File: src/rtl/seven_seg_scanner.sv
// Multiplexed BCD seven-segment scanner with frame-synchronous display updates.
// Optional leading-zero blanking is enabled by defining LEADING_ZERO_BLANK_EN.
`timescale 1ns/1ps

module seven_seg_scanner #(
    parameter int DIGITS      = 4,
    parameter int REFRESH_DIV = 100000
) (
    input  logic                  clk,
    input  logic                  rst_n,
    input  logic [DIGITS*4-1:0]   bcd_in,
    input  logic                  load,
    output logic [DIGITS-1:0]     an,
    output logic [6:0]            seg
);

    localparam int CNT_W = $clog2(REFRESH_DIV);
    localparam int IDX_W = (DIGITS > 1) ? $clog2(DIGITS) : 1;
    localparam logic [CNT_W-1:0] CNT_MAX = CNT_W'(REFRESH_DIV - 1);
    localparam logic [IDX_W-1:0] IDX_MAX = IDX_W'(DIGITS - 1);
    localparam logic [6:0] SEG_OFF = 7'b1111111;

    logic [CNT_W-1:0]    cnt;
    logic [IDX_W-1:0]    idx;
    logic [DIGITS*4-1:0] shadow;
    logic [DIGITS*4-1:0] disp;
    logic                cnt_wrap;
    logic                frame_wrap;
    logic [3:0]          digit;
    logic                blank;
    logic [DIGITS-1:0]   an_next;
    logic [6:0]          seg_next;

    function automatic logic [6:0] decode(input logic [3:0] d);
        logic [6:0] s;
        case (d)
            4'd0:    s = 7'b1000000;
            4'd1:    s = 7'b1111001;
            4'd2:    s = 7'b0100100;
            4'd3:    s = 7'b0110000;
            4'd4:    s = 7'b0011001;
            4'd5:    s = 7'b0010010;
            4'd6:    s = 7'b0000010;
            4'd7:    s = 7'b1111000;
            4'd8:    s = 7'b0000000;
            4'd9:    s = 7'b0010000;
            default: s = 7'b0111111;
        endcase
        return s;
    endfunction

    assign cnt_wrap   = (cnt == CNT_MAX);
    assign frame_wrap = cnt_wrap && (idx == IDX_MAX);

    always_ff @(posedge clk or negedge rst_n) begin
        if (!rst_n) begin
            cnt <= '0;
        end else if (cnt_wrap) begin
            cnt <= '0;
        end else begin
            cnt <= cnt + 1'b1;
        end
    end

    always_ff @(posedge clk or negedge rst_n) begin
        if (!rst_n) begin
            idx <= '0;
        end else if (cnt_wrap) begin
            if (idx == IDX_MAX) begin
                idx <= '0;
            end else begin
                idx <= idx + 1'b1;
            end
        end
    end

    // The display only changes at frame boundaries so a frame never mixes old and
    // new digits; a load on the boundary edge itself bypasses the shadow.
    always_ff @(posedge clk or negedge rst_n) begin
        if (!rst_n) begin
            shadow <= '0;
            disp   <= '0;
        end else begin
            if (load) begin
                shadow <= bcd_in;
            end
            if (frame_wrap) begin
                disp <= load ? bcd_in : shadow;
            end
        end
    end

    always_comb begin
        digit   = '0;
        an_next = '1;
        for (int j = 0; j < DIGITS; j++) begin
            if (idx == IDX_W'(j)) begin
                digit      = disp[j*4 +: 4];
                an_next[j] = 1'b0;
            end
        end
    end

`ifdef LEADING_ZERO_BLANK_EN
    logic [DIGITS-1:0] zero_up;

    // zero_up[j] is set when digit j and every more-significant digit are zero.
    always_comb begin
        zero_up             = '0;
        zero_up[DIGITS-1]   = (disp[(DIGITS-1)*4 +: 4] == 4'd0);
        for (int j = DIGITS - 2; j >= 0; j--) begin
            zero_up[j] = (disp[j*4 +: 4] == 4'd0) && zero_up[j+1];
        end
        blank = 1'b0;
        for (int j = 1; j < DIGITS; j++) begin
            if (idx == IDX_W'(j)) begin
                blank = zero_up[j];
            end
        end
    end
`else
    assign blank = 1'b0;
`endif

    assign seg_next = blank ? SEG_OFF : decode(digit);

    always_ff @(posedge clk or negedge rst_n) begin
        if (!rst_n) begin
            an  <= '1;
            seg <= SEG_OFF;
        end else begin
            an  <= an_next;
            seg <= seg_next;
        end
    end

endmodule

File: config.mk
export PLATFORM = sky130hd
export DESIGN_NAME = seven_seg_scanner
export DESIGN_NICKNAME = d
export VERILOG_FILES = /design/src/rtl/seven_seg_scanner.sv
export SDC_FILE = /design/constraint.sdc
export NUM_CORES = 1
export LEC_CHECK = 0
export ABC_CLOCK_PERIOD_IN_PS = 2000
export BUFFER_PORTS_ARGS = -buffer_cell sky130_fd_sc_hd__buf_2
export CAP_MARGIN = 20
export CORE_MARGIN = 8
export CORE_UTILIZATION = 38
export DETAILED_ROUTE_END_ITERATION = 8
export GPL_TIMING_DRIVEN = 0
export PLACE_DENSITY_LB_ADDON = 0.1
export RECOVER_POWER = 25
export SYNTH_ARGS = -nofsm -noshare
export SYNTH_HDL_FRONTEND = slang
export SYNTH_SLANG_ARGS = --single-unit
File: constraint.sdc
create_clock -name clk -period 2 [get_ports clk]
set_input_delay 0.3 -clock clk [delete_from_list [all_inputs] [get_ports clk]]
set_output_delay 0.3 -clock clk [all_outputs]
set_load 0.02 [all_outputs]
==> parameters.txt <==
Parameter                              Value

Synthesis
  Post-synthesis cell count    205
  Most frequently used flop master after synthesis    sky130_fd_sc_hd__dfrtp_1
  Synth warnings    0
  Post-synthesis cell type count    42
  Avg Synthesized Cell Area    13.3 um^2
  Number of synthesized flops with an enable pin    0
  Ys async rst share    100%
  Share of synthesized area occupied by flip-flops and latches    57.5%
  Total standard cell area after synthesis    0.00272 mm^2
  Number of synthesized register bits    62
  Mapped Nets    230

CTS
  TritonCTS Sinks    62
  Maximum number of buffers from clock root to sink    2
  Clock transition time at the flip-flop clock pins of the worst setup and hold paths    0.07 ns
  CTS tree    yes
  Clock root buffer master    sky130_fd_sc_hd__clkbuf_8
  Clock latency of the later-clocked register in the worst-skew pair    0.33 ns
  CTS H-Tree Depth    3
  Cts bufs inserted    9

Critical path
  Worst reg2reg endpoint    disp[11]
  Last element of the critical path    disp[11]
  Internal reg-to-reg setup slack    0.16 ns
  Max FO, Critical Path    10
  Category of the critical setup timing path    reg2reg
  Worst setup startpoint    cnt[0]
  Crit end category    flip-flop
  Endpoint required time on the critical path    2.21 ns
  Data arrival time of the critical path    2.05 ns
  Origin of the critical flop-to-flop path    cnt[0]
  Number of cells on the worst reg-to-reg path    8
  Critical Path Source Type    flip-flop

Power and ir drop
  Worst ir drop on vdd    0.000251 V
  Power density over the cells    805 mW/mm^2
  Power Total    2.64 mW
  Cell leakage power    1.47 nW

Route
  DRC violation count after routing    0
  Vias    1636
  First-iteration detailed-routing DRC count    22
  Routed WL per cell    13.7 um
  First-pass iteration count of the detailed router    4
  Via-to-Cell Ratio    4.66
  Number of nets still failing antenna checks after routing    0
  Aggregate routed wire length    4.81 mm

Floorplanning
  Boundary pin count    30
  Starting density of the core    38.4%
  Width of the chip    101 um
  Overall die height    101 um
  Floorplan die area    0.0101 mm^2
  Core Box Area    0.00710 mm^2
  Std-Cell Rows    31

Cells and area
  Share of final-layout standard cells stronger than drive strength 1    43.3%
  Final cell area excluding filler cells    0.00328 mm^2
  P&R area growth vs syn    20.4%
  Post-layout net count    272
  Number of diodes    0

Timing
  Fin. Hold Viols    0
  Endpoints failing setup    0
  Share of the clock period used by the worst path    92.1%
  Actual transition at the worst max-transition pin    0.702 ns
  Count of final max-slew check failures    0
  Fin Setup TNS    0 ns
  Period minus WS final    1.84 ns
  Maximum clock rate    543 MHz
  Unrepaired setup endpoints after global routing    false
  Slew HR    53.2%
  Setup skew after layout    0.00736 ns

Min path
  Class of the tightest hold or removal check    in2reg
  Start point of the worst min-delay path    bcd_in[2]

GRT
  Global-route total usage across every layer    10.4%
  Global routing usage on met3    3.59%
  Initial antenna violation count    0
  Global-route layer with the greatest usage    met2
  Largest net degree at the start of global routing    37
  Number of global-route vias before repair    1760
  Global-route wire length before repair    8.23 mm
  GR Overflow Total    0
  Met2 track demand over resource    17.1%
  Met1 usage    11.9%

Outcome
  Result of the run    finished clean

Placement
  Count of buffers inserted at the top-level ports    28
  HPWL reported at the end of detailed placement    3.41 mm
  Area of placed instances    0.00301 mm^2
  Final weighted congestion in routability-driven placement    0.729

Job
  Max-cap check violation count    0
## cell usage after synthesis (all sizes together), types with 2 or more instances
master	instances	area (um^2)
a21oi	3	18.8
and3	3	18.8
buf	6	57.6
dfrtp	51	1280
dfstp	11	289
ha	6	75.1
inv	8	30.0
mux2	32	398
nand2	16	76.3
nand2b	2	12.5
nand3	10	55.1
nand3b	2	15.0
nand4	4	25.0
nor2	11	43.8
nor3	3	15.0
o211ai	3	22.5
o21ai	3	15.0
or2	2	12.5
xnor2	10	87.6
xor2	4	35.0
## registers in the layout, indices dropped and copies added (netlist names)
| name | flops |
|---|---|
| an | 4 |
| cnt | 17 |
| disp | 16 |
| idx | 2 |
| seg | 7 |
| shadow | 16 |
## what timing repair did
action                                  CTS  global route
pin swaps                                 1             3
gates resized for setup                   1            11
setup buffers                             1             1
hold buffers                              1             0
hold endpoints to repair                 13             0
endpoints found under the setup margin    1             5
## kinds of logic (layout without fill, tap and decap cells)
| logic type | after synthesis | after routing | synth area share (%) |
|---|---|---|---|
| simple gates | 58 | 58 | 11.9 |
| mux | 32 | 32 | 14.6 |
| flops | 62 | 62 | 57.5 |
| xor+xnor | 14 | 14 | 4.50 |
| compound gates | 18 | 18 | 5.38 |
| fa+ha+maj | 6 | 6 | 2.76 |
| buf+inv | 15 | 62 | 3.35 |
## cell type report
class                   count  area [um^2]
fillers                   662         3820
well taps                  99          124
plain buffers               6         56.3
repair buffers             32          185
multi-input cells         128         1110
clock buffers              13          159
inverters                   8         33.8
flip-flops and latches     62         1570
clock inverters             3         42.5
## power breakdown
| group | internal [mW] | switching, mW | total, mW | leakage (nW) |
|---|---|---|---|---|
| Clock | 0.643 | 0.460 | 1.10 | 0.0996 |
| Sequential | 1.33 | 0.0199 | 1.35 | 0.760 |
| Combinational | 0.0911 | 0.100 | 0.191 | 0.607 |
## layout by cell type, fill, tap and decap left out, drive strengths merged, types with 2 or more instances in the layout
master     n
dfstp     11
nor3       3
clkinvlp   2
a21oi      3
mux2      32
nand3     10
buf       35
dfrtp     51
clkbuf    15
xnor2     10
nor2      11
nand4      4
xor2       4
nand3b     2
nand2     16
ha         6
inv        7
or2        2
nand2b     2
o21ai      3
o211ai     3
and3       3
## metal layers
layer	routed length, um	share of wire [%]	vias to the layer above
li1	-	-	798
met1	2150	45	806
met2	2380	49	23
met3	195	4.1	9
met4	84	1.7	0
met5	0	0	-
## metrics by stage
step,utilization [%],setup slack [ns],cells,hold WS [ns]
2_1_floorplan,-,0.223,205,0.00441
3_3_place_gp,42.1,-0.0150,332,0.470
3_5_place_dp,42.4,-0.0125,333,0.359
4_1_cts,45.5,0.0246,351,0.206
5_1_grt,46.2,0.0341,351,0.205
6_report,46.2,0.158,351,0.215
## critical path, stage by stage (launching register included)
cell                      delay [ns]
sky130_fd_sc_hd__dfrtp_1        0.39
sky130_fd_sc_hd__ha_1           0.23
sky130_fd_sc_hd__inv_1          0.09
sky130_fd_sc_hd__nor2_2         0.15
sky130_fd_sc_hd__and4_1         0.20
sky130_fd_sc_hd__buf_6          0.13
sky130_fd_sc_hd__nand2_8        0.08
sky130_fd_sc_hd__buf_12         0.16
sky130_fd_sc_hd__mux2_4         0.29
## worst min-delay path by stage
stage                             to  cells past startpoint
after floorplan               cnt[0]                      0
after global placement        cnt[0]                      1
after detailed placement  shadow[13]                      1
after CTS                 shadow[13]                      2
after global routing       shadow[2]                      2
final                      shadow[2]                      2
(Power assumes the default switching activity.)
